$ cat src/rtl/dvs_event_buffer_ctrl.sv
// Circular-buffer controller in front of a single-port SRAM: event words go in on
// one valid/ready stream and come back out in FIFO order on another.
module dvs_event_buffer_ctrl #(
   parameter int unsigned WIDTH = 16,
   parameter int unsigned DEPTH = 16
) (
   input  logic                       clk,
   input  logic                       rst,
   input  logic                       flush,
   input  logic                       s_valid,
   output logic                       s_ready,
   input  logic [WIDTH-1:0]           s_data,
   output logic                       m_valid,
   input  logic                       m_ready,
   output logic [WIDTH-1:0]           m_data,
   output logic [$clog2(DEPTH):0]     level,
   output logic                       sram_ce,
   output logic                       sram_we,
   output logic [$clog2(DEPTH)-1:0]   sram_addr,
   output logic [WIDTH/8-1:0]         sram_wmask,
   output logic [WIDTH-1:0]           sram_wdata,
   input  logic [WIDTH-1:0]           sram_rdata
);

   localparam int unsigned AW = $clog2(DEPTH);
   localparam int unsigned CW = AW + 1;
   localparam int unsigned MW = WIDTH / 8;

   logic [AW-1:0] wr_ptr_q, wr_ptr_d;
   logic [AW-1:0] rd_ptr_q, rd_ptr_d;
   logic [CW-1:0] count_q, count_d;
   logic          m_valid_q, m_valid_d;
   logic          prio_q, prio_d;

   logic          full;
   logic          rd_want;
   logic          wr_fire;
   logic          rd_fire;

   always_ff @(posedge clk or posedge rst) begin
      if (rst) begin
         wr_ptr_q  <= '0;
         rd_ptr_q  <= '0;
         count_q   <= '0;
         m_valid_q <= 1'b0;
         prio_q    <= 1'b0;
      end else begin
         wr_ptr_q  <= wr_ptr_d;
         rd_ptr_q  <= rd_ptr_d;
         count_q   <= count_d;
         m_valid_q <= m_valid_d;
         prio_q    <= prio_d;
      end
   end

   // Port arbitration: a read is only worth issuing if the output slot will be free,
   // and prio flips on every contested cycle so reads and writes alternate.
   always_comb begin
      full    = (count_q == CW'(DEPTH));
      rd_want = (count_q != '0) && (!m_valid_q || m_ready);
      s_ready = !full && !flush && !(rd_want && prio_q);
      wr_fire = s_valid && s_ready;
      rd_fire = rd_want && !flush && !wr_fire;

      wr_ptr_d  = wr_ptr_q;
      rd_ptr_d  = rd_ptr_q;
      count_d   = count_q;
      m_valid_d = m_valid_q;
      prio_d    = prio_q;

      if (flush) begin
         wr_ptr_d  = '0;
         rd_ptr_d  = '0;
         count_d   = '0;
         m_valid_d = 1'b0;
         prio_d    = 1'b0;
      end else begin
         if (s_valid && rd_want && !full) begin
            prio_d = !prio_q;
         end
         if (wr_fire) begin
            wr_ptr_d = wr_ptr_q + AW'(1);
         end
         if (rd_fire) begin
            rd_ptr_d = rd_ptr_q + AW'(1);
         end
         count_d = count_q + CW'(wr_fire) - CW'(rd_fire);
         if (rd_fire) begin
            m_valid_d = 1'b1;
         end else if (m_valid_q && m_ready) begin
            m_valid_d = 1'b0;
         end
      end
   end

   // SRAM read data is registered inside the macro, so it lines up with m_valid_q.
   assign sram_ce    = wr_fire || rd_fire;
   assign sram_we    = wr_fire;
   assign sram_addr  = wr_fire ? wr_ptr_q : rd_ptr_q;
   assign sram_wmask = {MW{1'b1}};
   assign sram_wdata = s_data;

   assign m_valid = m_valid_q;
   assign m_data  = sram_rdata;
   assign level   = count_q;

endmodule

$ cat config.mk
export PLATFORM = sky130hd
export DESIGN_NAME = dvs_event_buffer_ctrl
export DESIGN_NICKNAME = d
export VERILOG_FILES = /design/src/rtl/dvs_event_buffer_ctrl.sv
export SDC_FILE = /design/constraint.sdc
export NUM_CORES = 1
export LEC_CHECK = 0
export ABC_AREA = 1
export CORE_ASPECT_RATIO = 0.7
export CORE_MARGIN = 2
export CORE_UTILIZATION = 35
export CTS_CLUSTER_DIAMETER = 50
export DETAILED_ROUTE_END_ITERATION = 8
export PLACE_DENSITY = 0.78
export SLEW_MARGIN = 25
export SYNTH_ARGS = -nofsm -noshare
export SYNTH_HDL_FRONTEND = slang
export SYNTH_SLANG_ARGS = --single-unit
$ cat constraint.sdc
create_clock -name clk -period 2.7 [get_ports clk]
set_input_delay 0.405 -clock clk [delete_from_list [all_inputs] [get_ports clk]]
set_output_delay 0.405 -clock clk [all_outputs]
set_load 0.02 [all_outputs]
==> results of run 1 <==
where the power goes:
| part | internal (mW) | total (mW) | switching (mW) | leakage (nW) |
|---|---|---|---|---|
| clock | 0.105 | 0.187 | 0.0819 | 0.0228 |
| combinational | 0.291 | 0.670 | 0.379 | 0.450 |
| sequential | 0.289 | 0.359 | 0.0709 | 0.199 |
per-layer routing:
layer,global-route usage [%],share of wire (%),vias to the layer above
met5,0,0,-
li1,-,-,423
met2,14.3,37,36
met1,18.9,54,380
met3,5.14,8.8,0
met4,1.79,0,0
repair_timing:
item                       in CTS  in global routing
buffers inserted                0                  0
resized for setup               0                  5
setup endpoints to repair       0                  5
area by class of cell:
| cell class | count | area share (%) |
|---|---|---|
| well taps | 47 | 4.65 |
| repair buffers | 21 | 16.6 |
| clock buffers | 4 | 3.56 |
| flip-flops and latches | 15 | 29.7 |
| inverters | 16 | 4.75 |
| multi-input cells | 84 | 40.7 |
through the flow:
step,setup WS (ps),hold slack [ps],cells,total power [mW],util (%)
floorplan,277,306,152,0.866,-
global placement,123,542,183,1.02,37.1
detailed placement,39.6,544,183,1.03,37.1
CTS,52.7,546,187,1.22,38.4
global route,6.89,587,187,1.33,38.8
finish,223,513,187,1.22,38.8
logic make-up (layout without fill, tap and decap cells):
| logic type | after synthesis | after routing |
|---|---|---|
| xor gates and xnor gates | 5 | 5 |
| and+or+nand+nor | 52 | 52 |
| adders and majority gates | 8 | 8 |
| other | 1 | 2 |
| AOI/OAI and AO/OA | 17 | 17 |
| buffers and inverters | 53 | 41 |
| DFF | 15 | 15 |
synthesized netlist by cell type, types with 2 or more instances:
cell,number
a21oi_1,5
buf_4,34
buf_6,2
dfrtp_1,15
ha_1,7
inv_1,13
inv_2,3
nand2_1,25
nand3_1,15
nand3_2,2
nand3b_1,2
nor2_1,4
o21ai_0,8
xnor2_1,2
xor2_1,3
state kept, by name, indices dropped and copies added (netlist names):
name      flops
level         5
m_valid       1
prio_q        1
rd_ptr_q      4
wr_ptr_q      4
worst paths after layout:
path | slack, ps | start | depth (start not counted) | endpoint
max in group asynchronous | 1810 | rst | 2 | m_valid
min in group clk | 560 | prio_q | 2 | prio_q
max | 220 | level[3] | 9 | sram_addr[2]
min | 510 | rst | 2 | wr_ptr_q[2]
max reg2reg | 270 | level[3] | 13 | level[4]
min reg2reg | 560 | prio_q | 2 | prio_q
==> impl_metrics.toml, run 1 <==
[critical_path]
crit_chain = "inv_1, ha_2, nand3_1, nand2_1, inv_2, nand3_4, nand2_1, o21ai_2, clkdlybuf4s50_1"
critical_path.top_delay_family = "buffers and inverters"
crit_slowest_cell = "clkdlybuf4s50_1"
cp_common_cell = "nand2_1"
slowest_delay_ps = 610
crit_arrival_ps = 2070
path_buf_inv = 3
cp-start-kind = "flip-flop"
required_ps = 2300
worstSetupPathType = "reg -> out"
end_kind = "output pin"
path_max_fanout = 13

[sta]
setup-tns-final_ps = 0
rsz0062_at_grt = "no"
period_needed_ps = 2480
fin_crit_sh_pct = 91.7
hold_violations = 0
drv_slew = 0
fmax_mhz = 404
tightest_slew_ps = 587
slew-limit-headroom_pct = 60.8
finalClockSkew_ps = 1.29
finalSetupViolCount = 0

[layout]
fill_cells = 321
area.sequential_um2 = 375
area_growth_syn_to_layout_pct = 3.06
antenna_cells = 0
nets = 186
multi_input_area_um2 = 514
final_area_um2 = 1260
layout_commonest_cell = "nand2_1"
layout_common_cells = "25 x nand2_1, 15 x nand3_1, 15 x dfrtp_1"
drive_gt1_share_pct = 12.9

[clock_tree]
path_clk_slew_ps = 60
cts_hold_buf = 0
cts_tree = "yes"
cts_buffers = 3
clock_path_buffers = 2
htreeDepth = 1
cts_sinks = 15
clock-root-buffer = "clkbuf_8"
insertion_delay_ps = 250

[yosys]
syn_area_um2 = 1230
synth_seq_cells = 15
syn_inst = 151
yosysTopAreaCell = "dfrtp_1"
synth_compound_area_share_pct = 7.55
synth_adder_area_share_pct = 8.78
synth-xor-area-share_pct = 3.57
synth-edff-count = 0
ys_warn_count = 0
synth.area.top_cells = "dfrtp_1 31%, buf_4 21%, nand2_1 7.7%, ha_1 7.1%, nand3_1 6.1%"
synth_top_area_share_pct = 30.6
synth-async-reset-ratio_pct = 100
synth_top_family_by_area = "buffers and inverters"
syn_avg_cell_area_um2 = 8.12
synth.area.mux_share_pct = 0
synth-simple-area-share_pct = 21.2
synthFlopType = "dfrtp_1"
synth-seq-area-share_pct = 30.6
ys_types = 26

[routing]
vias_per_cell = 4.49
first_iter_violations = 19
route.detailed.drc = 0
ant_nets = 0
wirelength_mm = 2.17
vias = 839
drt_pass1_iterations = 4
post_drt_wl_per_cell_um = 11.6

[floorplanning]
io_pins = 84
initial_core_util_pct = 37.7
design.die.area_um2 = 4000
die_width_um = 74.7
design.core.area_um2 = 3250
rows = 17
die_height_um = 53.5

[grt]
grt.total_usage_pct = 11.9
overflow = 0
grt_pass1_vias = 710
grt_max_degree = 16
antenna_found_initial = 0
grt_pass1_wl_mm = 3.48

[placed_design]
placed_area_um2 = 1210
place.detailed.hpwl_mm = 1.68
place_congestion = 0.788
io_buffers = 17

[pwr]
ir_drop_mv = 0.566
cellPowerDensity_nw_per_um2 = 962
power.leakage_nw = 0.672

[run_status]
status = "finished, final reports clean"

[run]
drv_cap = 0

[worst_hold_path]
hp-class = "in -> async"
Power figures use the tool's default switching activity.
==> run 2: changes to the inputs <==
ABC_AREA = not set   (was 1)
CORE_UTILIZATION = 36   (was 35)
CTS_CLUSTER_DIAMETER = 200   (was 50)
PLACE_DENSITY = 0.79   (was 0.78)
==> impl_metrics.toml, run 2 <==
[run_status]
status = "finished, final reports clean"

[yosys]
syn_area_um2 = 1250
yosysTopAreaCell = "dfrtp_1"
ys_types = 36
synth-async-reset-ratio_pct = 100
ys_warn_count = 0
synthFlopType = "dfrtp_1"
synth-seq-area-share_pct = 29.9
syn_inst = 135
synth-edff-count = 0
synth_top_area_share_pct = 29.9
syn_avg_cell_area_um2 = 9.29
synth_seq_cells = 15
synth.area.top_cells = "dfrtp_1 30%, buf_4 21%, ha_1 7.0%, a21oi_1 3.6%, mux2_4 3.6%"
yosys.cell_count.top_type = "buf_4"
synth_common_cells = "35 x buf_4, 15 x dfrtp_1, 9 x a21oi_1"

[clock_tree]
cts_tree = "yes"
clock-root-buffer = "clkbuf_8"
cts_buffers = 3
cts_hold_buf = 0
htreeDepth = 1
cts_sinks = 15
path_clk_slew_ps = 60
insertion_delay_ps = 250
clock_path_buffers = 2

[sta]
slew-limit-headroom_pct = 60.5
fmax_mhz = 380
hold_violations = 0
finalClockSkew_ps = 5.83
period_needed_ps = 2630
rsz0062_at_grt = "no"
fin_crit_sh_pct = 97.5
setup-tns-final_ps = 0
finalSetupViolCount = 0
drv_slew = 0
tightest_slew_ps = 592

[layout]
layout_commonest_cell = "buf_4"
fill_cells = 330
final_area_um2 = 1450
instances_no_fill = 189
antenna_cells = 0
nets = 188
area.sequential_um2 = 375
layout_common_cells = "22 x buf_4, 15 x dfrtp_1, 11 x clkdlybuf4s50_1"
area_growth_syn_to_layout_pct = 15.5
largest_reg_flops = 5
multi_input_area_um2 = 606
drive_gt1_share_pct = 33.1

[critical_path]
crit_arrival_ps = 2230
worstSetupPathType = "reg -> out"
r2r_slack_ps = 330
reg2reg_depth = 11
required_ps = 2300
r2r_end = "level[4]"
cp-start-kind = "flip-flop"
regToRegStartpoint = "level[3]"
startpoint = "level[3]"
end_kind = "output pin"
path_max_fanout = 5

[pwr]
ir_drop_mv = 0.529
cellPowerDensity_nw_per_um2 = 919
power.leakage_nw = 0.705

[floorplanning]
design.core.area_um2 = 3230
die_height_um = 53.4
io_pins = 84
initial_core_util_pct = 38.8
design.die.area_um2 = 3980
die_width_um = 74.5
rows = 17

[placed_design]
dp_cells = 184
io_buffers = 17
place_congestion = 0.807
place.detailed.hpwl_mm = 1.86
placed_area_um2 = 1370

[grt]
grt_max_degree = 16
overflow = 0
grt.total_usage_pct = 12.8
grt_pass1_vias = 855
grt_pass1_wl_mm = 3.84
antenna_found_initial = 0

[routing]
route.detailed.drc = 0
post_drt_wl_per_cell_um = 12.4
drt_pass1_iterations = 4
vias_per_cell = 4.76
wirelength_mm = 2.34
ant_nets = 0
vias = 900
first_iter_violations = 47

[run]
drv_cap = 0

[worst_hold_path]
hp-class = "in -> async"
run 2: changes by cell type after synthesis, moves of 3 or more:
cell | previous run | this run
nor2b_1 | 0 | 5
a21o_1 | 0 | 3
nor2_1 | 4 | 8
o21ai_0 | 8 | 4
nand2_1 | 25 | 0
mux2_4 | 0 | 3
nand3_1 | 15 | 8
a21oi_1 | 5 | 9
inv_1 | 13 | 7
run 2: cells by family (layout without fill, tap and decap cells):
family / Yosys count / count (layout) / synth area share, %
flops: 15 / 15 / 29.9
compound gates: 24 / 24 / 12.3
fa+ha+maj: 8 / 8 / 8.58
other cells: 1 / 2 / 0.299
xor+xnor: 4 / 4 / 2.79
buf+inv: 45 / 51 / 24.0
mux: 8 / 8 / 7.88
simple gates: 30 / 30 / 14.3
run 2: through the flow:
step	total power, mW	hold WS, ps	util, %	worst slack, ps
floorplan	0.852	306	-	130
global placement	1.08	546	42.5	-146
detailed placement	1.11	570	42.5	-211
CTS	1.29	528	43.4	29.3
global route	1.45	586	44.8	9.74
finish	1.33	517	44.8	68.4
run 2: layout make-up:
class | instances | area share, %
inverter | 8 | 2.07
clock inverter | 1 | 0.346
tap | 47 | 4.06
sequential | 15 | 25.9
clock buffer | 3 | 2.85
timing repair buffer | 39 | 22.9
multi-input combinational | 76 | 41.8
run 2: timing repair:
| item | 4_1_cts | 5_1_grt |
|---|---|---|
| setup buffers | 0 | 1 |
| pin swaps | 0 | 3 |
| cloned | 0 | 0 |
| gates resized for setup | 17 | 15 |
| setup endpoints to repair | 6 | 5 |
run 2: critical path, stage by stage, from the launching register on:
cell and delay [ps]:
dfrtp_1 380, inv_2 90, ha_4 130, or3b_4 380
a311o_1 390, inv_2 90, nand2_4 80, mux2_4 310
buf_6 130
run 2: worst max path at each step:
stage	cells past startpoint	end	slack, ps
6_report	8	sram_addr[0]	70
3_5_place_dp	11	level[4]	-210
2_1_floorplan	10	level[4]	130
3_3_place_gp	7	sram_addr[0]	-150
4_1_cts	8	sram_addr[2]	30
5_1_grt	8	sram_addr[0]	10
run 2: metal layers:
metal  global-route usage [%]  vias to the layer above  share of wire, %
met5                        0                        -                 0
met4                     4.46                        0              0.73
met3                     5.14                        4               7.4
met2                     19.6                       21                49
met1                     16.4                      435                43
li1                         -                      440                 -
run 2: report_power, final:
part / leakage, nW / internal [mW] / switching (mW)
sequential: 0.201 / 0.279 / 0.0428
combinational: 0.478 / 0.443 / 0.387
clock: 0.0255 / 0.102 / 0.0772
==> run 3: changes to the inputs <==
CTS_CLUSTER_DIAMETER = 120   (was 200)
==> results of run 3 <==
Same layout as run 2: the final DEF is identical, and so are final timing and power.
==> patch 1: new RTL, flow settings as in run 3 <==
The parameter `DEPTH` goes from 16 to 8.
--- a/src/rtl/dvs_event_buffer_ctrl.sv
+++ b/src/rtl/dvs_event_buffer_ctrl.sv
@@ -4,3 +4,3 @@
    parameter int unsigned WIDTH = 16,
-   parameter int unsigned DEPTH = 16
+   parameter int unsigned DEPTH = 8
 ) (
Ports: changed (resized level and sram_addr); port bits go from 84 to 82. No check against the original RTL was run, so the function may have changed too.
==> patch 1 against run 3 <==
- register-to-register slack got worse by 0.18 ns
- clock power increased by 11%
- non-clock buffer count decreased by 16
- clock skew decreased by 0.0050 ns
- design area decreased by 25%
- routed wire length decreased by 25%
- power decreased by 14%
- highest routed layer unchanged
- sequential cell count decreased by 3
- worst setup slack improved by 0.079 ns
- final cell count decreased by 28%
- synthesized area decreased by 19%
==> patch 1: results (changes against run 3) <==
stage;metric;value;unit;change
logic_synthesis;Yosys cell types;28;;was 36
detailed_routing;routed vias;657;;was 900
power;Pleak;0.000530;uW;was 0.000705 uW
logic_synthesis;Synth Warn #;0;;unchanged
placed_design;DP HPWL;1370;um;was 1860 um
cts;Clock Root Buffer;clkbuf_8;;unchanged
cts;clk_lat worst skew;0.24;ns;
finish;Inserted Diodes;0;;unchanged
critical_path;Critical R2R Capture;level[3];;was level[4]
timing;worst hold slack;0.471;ns;was 0.517 ns
timing;clk_skew;0.000856;ns;was 0.00583 ns
grt;Tot GR Track Use;11.7;%;was 12.8%
placed_design;RePlAce Congestion;0.707;;was 0.807
critical_path;CP top delay family;simple AND/OR/NAND/NOR gates;;unchanged
worst_hold_path;Worst Hold Class;in -> async;;unchanged
critical_path;worst r2r path cells;10;;was 11
logic_synthesis;Synth area leaders;dfrtp_1 (29%), buf_4 (25%), ha_1 (8.6%), nor2_1 (3.7%), a21oi_1 (3.4%);;was dfrtp_1 (30%), buf_4 (21%), ha_1 (7.0%), a21oi_1 (3.6%), mux2_4 (3.6%)
logic_synthesis;top post-synthesis cells by count;buf_4 (34), dfrtp_1 (12), nor2_1 (10);;was buf_4 (35), dfrtp_1 (15), a21oi_1 (9)
cts;CTS buffer count;3;;unchanged
critical_path;Worst path max stage delay;0.42;ns;was 0.39 ns
cts;Clock Path Buffers;2;;unchanged
detailed_routing;final WL;1750;um;was 2340 um
placed_design;quantity of I/O buffers inserted on ports;15;;was 17
grt;global-route wire length before repair;2880;um;was 3840 um
finish;layout cells sized above 1;23.0;%;was 33.1%
logic_synthesis;sequential area share after synthesis;29.4;%;was 29.9%
critical_path;Slowest cell on crit path;or3b_4;;was a311o_1
cts;Post-CTS Setup Bufs;0;;unchanged
critical_path;WP data arrival;2.68;ns;was 2.23 ns
run_status;status;finished, final reports clean;;unchanged
logic_synthesis;Async S/R FF share, synth;100;%;unchanged
placed_design;placed cells;132;;was 184
critical_path;RR Startpoint;level[2];;was level[3]
grt;antenna violations before repair;0;;unchanged
logic_synthesis;Mapped Cells;107;;was 135
finish;# nets final;146;;was 188
critical_path;R2R setup slack;0.15;ns;was 0.33 ns
grt;number of global-route vias before repair;675;;was 855
grt;largest net degree at the start of global routing;16;;unchanged
power;VDD IR-drop max;0.428;mV;was 0.529 mV
detailed_routing;Pre-antenna DRT Iters;4;;unchanged
finish;FILL cells;268;;was 330
detailed_routing;drt first-iter violations;5;;was 47
detailed_routing;post-DR wirelength/cell;12.9;um;was 12.4 um
finish;max FFs per register;4;;was 5
-- patch 1: through the flow --
step	setup slack, ns	instance area, sq um	setup TNS [ns]
floorplan	0.0326	1020	0
global placement	-0.00864	1020	-0.0245
detailed placement	-0.0163	1020	-0.0546
CTS	0.0560	1070	0
global route	0.00394	1080	0
finish	0.147	1080	0
-- patch 1: how the worst max path moves through the flow --
stage / start / cells past startpoint / slack [ns] / end
after global placement: m_ready / 6 / -0.009 / sram_addr[1]
after global routing: level[2] / 10 / 0.004 / level[3]
after CTS: level[2] / 8 / 0.06 / s_ready
final: level[2] / 10 / 0.15 / level[3]
after detailed placement: m_ready / 6 / -0.02 / sram_addr[2]
after floorplan: level[2] / 10 / 0.03 / level[3]
-- patch 1: power by group --
| part | switching, uW | internal [uW] |
|---|---|---|
| Combinational | 322 | 337 |
| Sequential | 50.5 | 235 |
| Clock | 70.0 | 129 |
-- patch 1: logic make-up after synthesis --
family	synth area share [%]
other	0.367
XOR/XNOR	3.43
AND/OR/NAND/NOR	12.3
adder cells (fa/ha/maj)	10.5
AO/OA/AOI/OAI	10.4
multiplexers	5.27
buffers and inverters	28.3
flip-flops	29.4
-- patch 1: final cells by class --
cell class | count | area share [%]
multi-input combinational | 53 | 40.8
sequential | 12 | 27.7
timing repair buffer | 23 | 19.5
clock buffer | 4 | 5.08
tap | 36 | 4.16
inverter | 8 | 2.77
-- patch 1: per-layer routing --
layer / routed length [um] / GRT usage (%)
met1: 715 / 13.0
met2: 838 / 18.3
met3: 145 / 6.05
met4: 54 / 5.78
met5: 0 / 0
-- patch 1: timing repair --
action | 4_1_cts | 5_1_grt
hold endpoints to repair | 0 | 0
resized for setup | 4 | 3
endpoints found under the setup margin | 3 | 3
==> patch 2: new RTL, flow settings as in run 3 <==
Without the edit above. Reset style: synchronous (`rst`), changed in one clocked block.
--- a/src/rtl/dvs_event_buffer_ctrl.sv
+++ b/src/rtl/dvs_event_buffer_ctrl.sv
@@ -39,3 +39,3 @@
 
-   always_ff @(posedge clk or posedge rst) begin
+   always_ff @(posedge clk) begin
       if (rst) begin
Formal check against the unedited RTL: differs if rst is asserted again (counterexample within 4 cycles, from zero or initial values and one cycle with rst high); with rst held inactive, the same outputs for 10 cycles.
==> patch 2 against run 3 <==
- count of clock-buffer cells in the layout is 1 higher
- synthesized area fell by 7.5%
- power decreased by 6.8%
- design area is 12% lower
- first-iteration DRC count shrank 45%
- worst setup slack got worse by 0.0070 ns
- routed wire length increased by 4.1%
- sequential cell count did not move
- critical endpoint unchanged
==> patch 2: results (changes against run 3) <==
stage;metric;value;unit;change
logic_synthesis;Synth area leaders;dfxtp_1 (26%), buf_4 (23%), ha_1 (7.6%), mux2_2 (3.9%), inv_1 (3.2%);;was dfrtp_1 (30%), buf_4 (21%), ha_1 (7.0%), a21oi_1 (3.6%), mux2_4 (3.6%)
placed_design;RePlAce Congestion;0.829;;was 0.807
logic_synthesis;Main synth FF type;dfxtp_1;;was dfrtp_1
grt;Tot GR Track Use;13.2;%;was 12.8%
power;Pleak;0.000541;uW;was 0.000705 uW
placed_design;DP HPWL;1790;um;was 1860 um
logic_synthesis;sequential area share after synthesis;25.9;%;was 29.9%
logic_synthesis;post-synthesis adder-cell area fraction;9.28;%;was 8.58%
logic_synthesis;post-synthesis mux area share;4.75;%;was 7.88%
worst_hold_path;hold path cells;2;;
cts;H-Tree Depth;1;;unchanged
critical_path;CP max FO;7;;was 5
finish;# nets final;183;;was 188
logic_synthesis;Mapped Cells;136;;was 135
grt;global-route wire length before repair;3800;um;was 3840 um
detailed_routing;post-DR wirelength/cell;13.9;um;was 12.4 um
critical_path;Slowest cell on crit path;or3b_1;;was a311o_1
placed_design;placed cells;169;;was 184
detailed_routing;drt first-iter violations;26;;was 47
logic_synthesis;top post-synthesis cells by count;buf_4 (35), dfxtp_1 (15), inv_1 (10);;was buf_4 (35), dfrtp_1 (15), a21oi_1 (9)
finish;Inserted Diodes;0;;unchanged
finish;layout cells sized above 1;30.7;%;was 33.1%
detailed_routing;routed vias;861;;was 900
logic_synthesis;xor-xnor portion of the synthesized cell area;3.02;%;was 2.79%
critical_path;CP top delay family;buffers and inverters;;was simple AND/OR/NAND/NOR gates
grt;largest net degree at the start of global routing;15;;was 16
worst_hold_path;Worst Hold Class;reg -> reg;;was in -> async
cts;clk_lat worst skew;0.25;ns;about the same
power;VDD IR-drop max;0.602;mV;was 0.529 mV
logic_synthesis;Yosys cell types;37;;was 36
run_status;status;finished, final reports clean;;unchanged
timing;Slew headroom;66.5;%;was 60.5%
detailed_routing;final WL;2430;um;was 2340 um
power;Int Power;737;uW;was 824 uW
critical_path;WP data arrival;2.23;ns;about the same
critical_path;worst r2r path cells;13;;was 11
logic_synthesis;Async S/R FF share, synth;0;%;was 100%
critical_path;Worst path max stage delay;0.37;ns;was 0.39 ns
logic_synthesis;Synth Area in Compound Gates;14.2;%;was 12.3%
timing;clk_skew;0.00470;ns;was 0.00583 ns
patch 2: changes by cell type after synthesis, moves of 3 or more:
cell     before  now
dfrtp_1      15    0
dfxtp_1       0   15
inv_1         7   10
mux2_4        3    0
nor2b_1       5    2
patch 2: per-layer routing:
layer	vias up	share of wire [%]	GRT usage, %
met5	-	0	0
met4	0	1.3	3.14
met1	400	44	16.8
li1	422	-	-
met2	35	48	21.0
met3	4	6.5	5.43
patch 2: what timing repair did:
item	in CTS	in global routing
pin swaps	0	3
setup buffers	0	2
gates resized for setup	12	9
endpoints found under the setup margin	6	8
cloned	0	0
patch 2: worst paths after layout:
kind | startpoint | to | slack (ns)
setup / recovery | level[3] | sram_addr[0] | 0.06
hold / removal | rd_ptr_q[3] | rd_ptr_q[3] | 0.49
setup reg to reg | level[3] | level[4] | 0.06
hold reg to reg | rd_ptr_q[3] | rd_ptr_q[3] | 0.49
patch 2: power by group through the flow:
stage	Combinational [uW]	Clock [uW]	Sequential [uW]
after CTS	755	188	276
after global routing	859	201	281
after floorplan	495	0	325
final	781	183	276
after detailed placement	743	0	281
after global placement	704	0	280
patch 2: cell type report:
cell class	instances	area, sq um
Multi-Input combinational cell	74	571
Inverter	10	37.5
Timing Repair Buffer	34	277
Tap cell	38	47.5
Fill cell	307	1830
Clock buffer	4	45.0
Sequential cell	15	300
patch 2: stage by stage:
step	util, %	setup slack, ns	total power, uW	area [sq um]
2_1_floorplan	-	0.0225	820	1170
3_5_place_dp	39.4	-0.150	1020	1220
6_report	41.1	0.0614	1240	1280
3_3_place_gp	39.4	-0.0443	985	1220
5_1_grt	41.1	-0.121	1340	1280
4_1_cts	40.9	0.00437	1220	1270
